<file path="src/rtl/pulse_width_decoder_if.sv">
// Output word handshake between the pulse-width decoder and its consumer.
// The decoder drives data_out/valid_out through the master modport; the consumer returns ready_in.
interface pulse_width_decoder_if;
    logic [7:0] data_out;
    logic       valid_out;
    logic       ready_in;

    modport master (
        output data_out,
        output valid_out,
        input  ready_in
    );

    modport slave (
        input  data_out,
        input  valid_out,
        output ready_in
    );
endinterface

</file>
<file path="src/rtl/pulse_width_decoder.sv">
// Decodes pulse-width-coded frames (long low sync, short/long high pulses) into 8-bit words.
// Define PULSE_WIDTH_DECODER_PARITY_EN to require a trailing even-parity pulse per word.
module pulse_width_decoder #(
    parameter int unsigned SHORT_MIN = 20,
    parameter int unsigned SHORT_MAX = 40,
    parameter int unsigned LONG_MIN  = 60,
    parameter int unsigned LONG_MAX  = 90,
    parameter int unsigned GAP_MAX   = 50,
    parameter int unsigned SYNC_LOW  = 200
) (
    input  logic                         clk_in,
    input  logic                         rst_in,
    input  logic                         signal_in,
    input  logic [31:0]                  tally_in,
    pulse_width_decoder_if.master        word_if,
    output logic                         error_out,
    output logic                         overflow_out,
    output logic                         busy_out
);

`ifdef PULSE_WIDTH_DECODER_PARITY_EN
    localparam int unsigned CntW    = 4;
    localparam int unsigned ShiftW  = 8;
    localparam int unsigned LastBit = 8;
`else
    localparam int unsigned CntW    = 3;
    localparam int unsigned ShiftW  = 7;
    localparam int unsigned LastBit = 7;
`endif

    localparam logic [31:0] TimeoutTally = 32'(SYNC_LOW - 1);

    typedef enum logic [0:0] {StIdle, StRx} state_e;

    state_e            state_q, state_d;
    logic              level_q;
    logic              armed_q, armed_d;
    logic [CntW-1:0]   bit_cnt_q, bit_cnt_d;
    logic [ShiftW-1:0] shift_q, shift_d;
    logic [7:0]        data_q, data_d;
    logic              valid_q, valid_d;
    logic              error_q, error_d;
    logic              overflow_q, overflow_d;

    logic        run_end;
    logic [31:0] run_len;
    logic        is_short;
    logic        is_long;
    logic        rx_bit;
    logic        word_done;
    logic [7:0]  word;

    assign run_end  = (signal_in != level_q);
    assign run_len  = tally_in + 32'd1;
    assign is_short = (run_len >= SHORT_MIN) && (run_len <= SHORT_MAX);
    assign is_long  = (run_len >= LONG_MIN) && (run_len <= LONG_MAX);
    assign rx_bit   = is_long;

    // Frame decoder: classifies each completed run and assembles words.
    always_comb begin
        state_d   = state_q;
        armed_d   = armed_q;
        bit_cnt_d = bit_cnt_q;
        shift_d   = shift_q;
        error_d   = 1'b0;
        word_done = 1'b0;
        word      = '0;

        if (run_end && !armed_q) begin
            // The first run after reset has an unknown start, so its length is meaningless.
            armed_d = 1'b1;
        end else if (run_end) begin
            case (state_q)
                StIdle: begin
                    if (!level_q && (run_len >= SYNC_LOW)) begin
                        state_d   = StRx;
                        bit_cnt_d = '0;
                        shift_d   = '0;
                    end
                end
                StRx: begin
                    if (level_q) begin
                        if (is_short || is_long) begin
`ifdef PULSE_WIDTH_DECODER_PARITY_EN
                            if (bit_cnt_q == CntW'(LastBit)) begin
                                bit_cnt_d = '0;
                                if ((^shift_q) == rx_bit) begin
                                    word_done = 1'b1;
                                    word      = shift_q;
                                end else begin
                                    error_d = 1'b1;
                                end
                            end else begin
                                shift_d   = {shift_q[ShiftW-2:0], rx_bit};
                                bit_cnt_d = bit_cnt_q + CntW'(1);
                            end
`else
                            shift_d = {shift_q[ShiftW-2:0], rx_bit};
                            if (bit_cnt_q == CntW'(LastBit)) begin
                                bit_cnt_d = '0;
                                word_done = 1'b1;
                                word      = {shift_q, rx_bit};
                            end else begin
                                bit_cnt_d = bit_cnt_q + CntW'(1);
                            end
`endif
                        end else begin
                            error_d = 1'b1;
                            state_d = StIdle;
                        end
                    end else if (run_len > GAP_MAX) begin
                        if (run_len < SYNC_LOW) begin
                            error_d = 1'b1;
                            state_d = StIdle;
                        end else begin
                            // Sync seen inside a frame: restart, flagging only a torn word.
                            error_d   = (bit_cnt_q != '0);
                            bit_cnt_d = '0;
                            shift_d   = '0;
                        end
                    end
                end
                default: state_d = StIdle;
            endcase
        end else if ((state_q == StRx) && (tally_in >= TimeoutTally)) begin
            // A long low with no bits pending is a sync in progress, not a fault.
            if (level_q || (bit_cnt_q != '0)) begin
                error_d = 1'b1;
                state_d = StIdle;
            end
        end
    end

    // One-entry output register; a word completing while the entry is stalled is dropped.
    always_comb begin
        data_d     = data_q;
        valid_d    = valid_q;
        overflow_d = 1'b0;

        if (word_done) begin
            if (valid_q && !word_if.ready_in) begin
                overflow_d = 1'b1;
            end else begin
                data_d  = word;
                valid_d = 1'b1;
            end
        end else if (valid_q && word_if.ready_in) begin
            valid_d = 1'b0;
        end
    end

    always_ff @(posedge clk_in or posedge rst_in) begin
        if (rst_in) begin
            state_q    <= StIdle;
            level_q    <= 1'b0;
            armed_q    <= 1'b0;
            bit_cnt_q  <= '0;
            shift_q    <= '0;
            data_q     <= '0;
            valid_q    <= 1'b0;
            error_q    <= 1'b0;
            overflow_q <= 1'b0;
        end else begin
            state_q    <= state_d;
            level_q    <= signal_in;
            armed_q    <= armed_d;
            bit_cnt_q  <= bit_cnt_d;
            shift_q    <= shift_d;
            data_q     <= data_d;
            valid_q    <= valid_d;
            error_q    <= error_d;
            overflow_q <= overflow_d;
        end
    end

    assign word_if.data_out  = data_q;
    assign word_if.valid_out = valid_q;
    assign error_out         = error_q;
    assign overflow_out      = overflow_q;
    assign busy_out          = (state_q == StRx);

endmodule

</file>
<file path="src/flat_wrapper.sv">
// flat-port wrapper written by rule: the top's interface ports become plain ports
module pulse_width_decoder_flat 
#(
    parameter int unsigned SHORT_MIN = 20,
    parameter int unsigned SHORT_MAX = 40,
    parameter int unsigned LONG_MIN  = 60,
    parameter int unsigned LONG_MAX  = 90,
    parameter int unsigned GAP_MAX   = 50,
    parameter int unsigned SYNC_LOW  = 200
)
  (clk_in, rst_in, signal_in, tally_in, error_out, overflow_out, busy_out, word_if_data_out, word_if_valid_out, word_if_ready_in);
  pulse_width_decoder_if word_if_i ();
  input  logic clk_in;
  input  logic rst_in;
  input  logic signal_in;
  input  logic [31:0] tally_in;
  output logic error_out;
  output logic overflow_out;
  output logic busy_out;
  output wire logic [$bits(word_if_i.data_out)-1:0] word_if_data_out;
  output wire logic [$bits(word_if_i.valid_out)-1:0] word_if_valid_out;
  input wire logic [$bits(word_if_i.ready_in)-1:0] word_if_ready_in;
  assign word_if_data_out = word_if_i.data_out;
  assign word_if_valid_out = word_if_i.valid_out;
  assign word_if_i.ready_in = word_if_ready_in;
  pulse_width_decoder #(.SHORT_MIN(SHORT_MIN), .SHORT_MAX(SHORT_MAX), .LONG_MIN(LONG_MIN), .LONG_MAX(LONG_MAX), .GAP_MAX(GAP_MAX), .SYNC_LOW(SYNC_LOW)) u_core (.clk_in(clk_in), .rst_in(rst_in), .signal_in(signal_in), .tally_in(tally_in), .word_if(word_if_i), .error_out(error_out), .overflow_out(overflow_out), .busy_out(busy_out));
endmodule
</file>
<file path="config.mk">
export PLATFORM = sky130hd
export DESIGN_NAME = pulse_width_decoder_flat
export DESIGN_NICKNAME = d
export VERILOG_FILES = /design/src/rtl/pulse_width_decoder_if.sv /design/src/rtl/pulse_width_decoder.sv /design/src/flat_wrapper.sv
export SDC_FILE = /design/constraint.sdc
export NUM_CORES = 1
export LEC_CHECK = 0
export BUFFER_PORTS_ARGS = -buffer_cell sky130_fd_sc_hd__buf_4
export CAP_MARGIN = 20
export CORE_MARGIN = 2
export CORE_UTILIZATION = 41
export CTS_BUF_LIST = sky130_fd_sc_hd__clkbuf_8 sky130_fd_sc_hd__clkbuf_16
export CTS_CLUSTER_SIZE = 25
export DETAILED_ROUTE_END_ITERATION = 10
export PLACE_DENSITY = 0.65
export SLEW_MARGIN = 30
export SYNTH_ARGS = -nofsm -noshare
export SYNTH_HDL_FRONTEND = slang
export SYNTH_SLANG_ARGS = --single-unit
</file>
<file path="constraint.sdc">
create_clock -name clk_in -period 2 [get_ports clk_in]
set_input_delay 0.4 -clock clk_in [delete_from_list [all_inputs] [get_ports clk_in]]
set_output_delay 0.4 -clock clk_in [all_outputs]
set_load 0.02 [all_outputs]
</file>
==> run metrics <==
fin crit share=146%; via count=approximately 2600; Syn Std Cell Area=roughly 2200 sq um; Required @ worst endpoint=2.15 ns; antenna cell count=0; pre-CTS setup slack=-1.24 ns; Worst Hold Class=in2async; Num Clock Sinks=24; Max-Cap Viols=0; clock skew=0.00117 ns; die area=roughly 6000 sq um; P_leak=0.00160 uW; routed len/inst=~14 um; nets=around 440; Die H=77.6 um; fmax=about 340 MHz; Fin. Hold Viols=0; CP Max Fanout=8; Worst setup EP type=flop; clock buffer count from CTS=3; vias in the first global route=between 2000 and 2500; Crit path largest cell delay=between 0.5 and 0.6 ns; GP Congestion=between 0.8 and 0.9; YS warnings=0; layout cells sized above 1=roughly 44%; busiest grt layer=met2; register area share after synthesis=27.0%; number of enable flip-flop cells after synthesis=0; worst-path cell chain=buf_8 -> nand4_4 -> or4_4 -> or4_4 -> a221oi_4 -> nand4_2 -> nor4_4 -> and3_4 -> buf_12 -> mux2_4; failing checks=negative setup slack; Hold Slack=about 0.18 ns; CORE AREA=5170 sq um; Post-synth top flop=dfrtp_1; GRT Util Overall=21.7%; Residual DRC=0; WP data arrival=3.06 ns; Levels on crit path=10; Port Buffers=between 40 and 50; Area Growth Syn to Fin=58.5%; RSZ-0062 raised after global routing=yes; Syn Area/Cell=a little over 8 sq um; crit-path leading delay family=simple AND/OR/NAND/NOR gates; CP dominant cell by count=or4_4; Synthesized Nets=313; final WL=roughly 6400 um; wire length of the first global-routing pass=between 10000 and 15000 um; CP Launch Type=input port; Util after Layout=roughly two thirds; # IOs=48; vias per cell=between 5 and 6; Synth Instances=about 270; launch point of the worst reg-to-reg path=u_core.level_q$_DFF_PP0_; global-route met2 utilization=37.3%; Rows=26; DR iter-0 viols=about 100; CP endpoint=u_core.word_if.data_out[3]$_DFFE_PP0P_; DRT Pass-1 Iters=4; slowest CP cell=or4_4; Least-Margin Pin Slew=0.704 ns; top area cells in the synthesized netlist=dfrtp_1 27%, a22o_1 4.3%, mux2_1 4.1%; Post-CTS Hold Buffers=0; CP bufs+invs=2; Final Max Slew Viols=0; routing usage on met3=2.91%; worst r2r dst=u_core.word_if.data_out[3]$_DFFE_PP0P_; largest net degree at the start of global routing=25; top cell type's share of synthesized area=between 20% and 30%; final worst slack=-0.912 ns; register-to-register setup slack=-0.27 ns; Final ANT Viol Nets=0; worst setup path startpoint=tally_in[3]; grt ovf=0; initial antenna violation count=0; CTS tree=done; H-tree levels=1; CTS max path bufs=2; unique cell type count in the Yosys netlist=55; pwr/cell area=around 380 nW/um^2; FF+latch count, synth=24; leading area contributor after synthesis=dfrtp_1; Final setup viols=22; VDD IR-drop max=0.265 mV; die span in x=approximately 78 um; Starting Density=a little over two fifths; Setup CP Type=in2reg; clock root buffer=clkbuf_8; Synth async-reset ratio=100%; CTS clock-pin slew for the worst setup and hold paths=around 0.080 ns; status=finished with violations; global routing usage on met1=just under 30%; Slew HR=52.6%; Placed Instances=about 460; HPWL Detailed=about 5000 um; Reg2Reg Depth=7; clock period minus final worst setup slack=approximately 2.9 ns; clk_lat worst skew=0.26 ns; Finished Layout Cells=465
-- state kept, by name, indices dropped and copies added, names as in the netlist --
| name | count |
|---|---|
| u_core.busy_out | 1 |
| u_core.error_out | 1 |
| u_core.bit_cnt_q | 3 |
| u_core.shift_q | 7 |
| u_core.word_if.data_out | 8 |
| u_core.level_q | 1 |
| u_core.word_if.valid_out | 1 |
| u_core.overflow_out | 1 |
| u_core.armed_q | 1 |
-- layer usage --
layer	up-vias	routed length, um	share of wire, %
li1	1282	-	-
met1	1214	2930	46
met2	63	3150	50
met3	2	258	4.1
met4	0	19	0.30
met5	-	0	0
-- worst min-delay path by stage --
stage | startpoint | endpoint | slack (ns) | cells past startpoint
after floorplan | rst_in | u_core.armed_q$_DFFE_PP0P_ | 0.41 | 1
after global placement | rst_in | u_core.word_if.data_out[4]$_DFFE_PP0P_ | 0.46 | 3
after detailed placement | rst_in | u_core.word_if.data_out[4]$_DFFE_PP0P_ | 0.46 | 3
after CTS | rst_in | u_core.word_if.data_out[4]$_DFFE_PP0P_ | 0.18 | 3
after global routing | rst_in | u_core.overflow_out$_DFF_PP0_ | 0.20 | 3
final | rst_in | u_core.shift_q[3]$_DFFE_PP0P_ | 0.18 | 3
-- worst min-delay path, stage by stage --
cell and delay [ns]:
buf_4 0.10, inv_1 0.04, buf_4 0.29
-- repair_timing --
item | CTS | global route
gates cloned | 1 | 0
pin swaps | 5 | 1
setup buffers | 3 | 0
setup endpoints to repair | 22 | 22
gates resized for setup | 27 | 5
endpoints found under the hold margin | 0 | 0
-- stage by stage --
stage / cell area, sq um / power (uW) / setup TNS [ns]
global placement: 3290 / 917 / -24.34
CTS: 3500 / 1350 / -17.75
detailed placement: 3290 / 922 / -25.75
floorplan: 2290 / 686 / -23.54
finish: 3520 / 1350 / -18.50
global route: 3520 / 1420 / -20.17
-- cell usage in the layout (no fill, tap or decap), drive strengths merged, types with 6 or more instances in the layout --
cell type	n
and3	6
nor4	10
or4	7
inv	13
nor3	8
dfrtp	24
nand2	16
mux2	8
nor2	20
buf	137
o21ai	15
or3	7
a22o	11
xnor2	7
a21oi	8
nand4	14
ha	6
nand3	13
-- synthesized netlist by cell type, types with 3 or more instances --
cell	instances
dfrtp_1	24
nor2_1	20
nand2_1	16
inv_1	13
nand3_1	13
o21ai_0	13
a22o_1	11
nand4_1	11
clkbuf_1	10
nor4_1	9
a21oi_1	8
mux2_1	8
nor3_1	8
or3_1	7
or4_1	7
xnor2_1	7
and3_1	6
ha_1	6
buf_2	5
and4_1	4
nand3b_1	4
xor2_1	4
a22oi_1	3
and2_1	3
mux2i_1	3
nand2b_1	3
nor2b_1	3
o211ai_1	3
or2_2	3
-- layout make-up --
class / instances / area, sq um
Clock buffer: 3 / 41.3
Tap cell: 70 / 87.6
Fill cell: 428 / 1650
Inverter: 13 / 48.8
Sequential cell: 24 / 601
Clock inverter: 1 / 30.0
Timing Repair Buffer: 137 / 1090
Multi-Input combinational cell: 217 / 1620
-- kinds of logic after synthesis --
group	count (synthesis)	share of synthesized area, %
compound gates	63	20.3
xor+xnor	11	4.34
fa+ha+maj	6	3.38
buf+inv	30	5.69
mux	11	5.41
flops	24	27.0
simple gates	126	33.8
-- power by group --
part           internal, uW  switching [uW]  total (uW)
Clock                   267             146         413
Combinational           232             208         440
Sequential              492            3.51         495
Note: power is estimated with default switching activity, not from simulation.
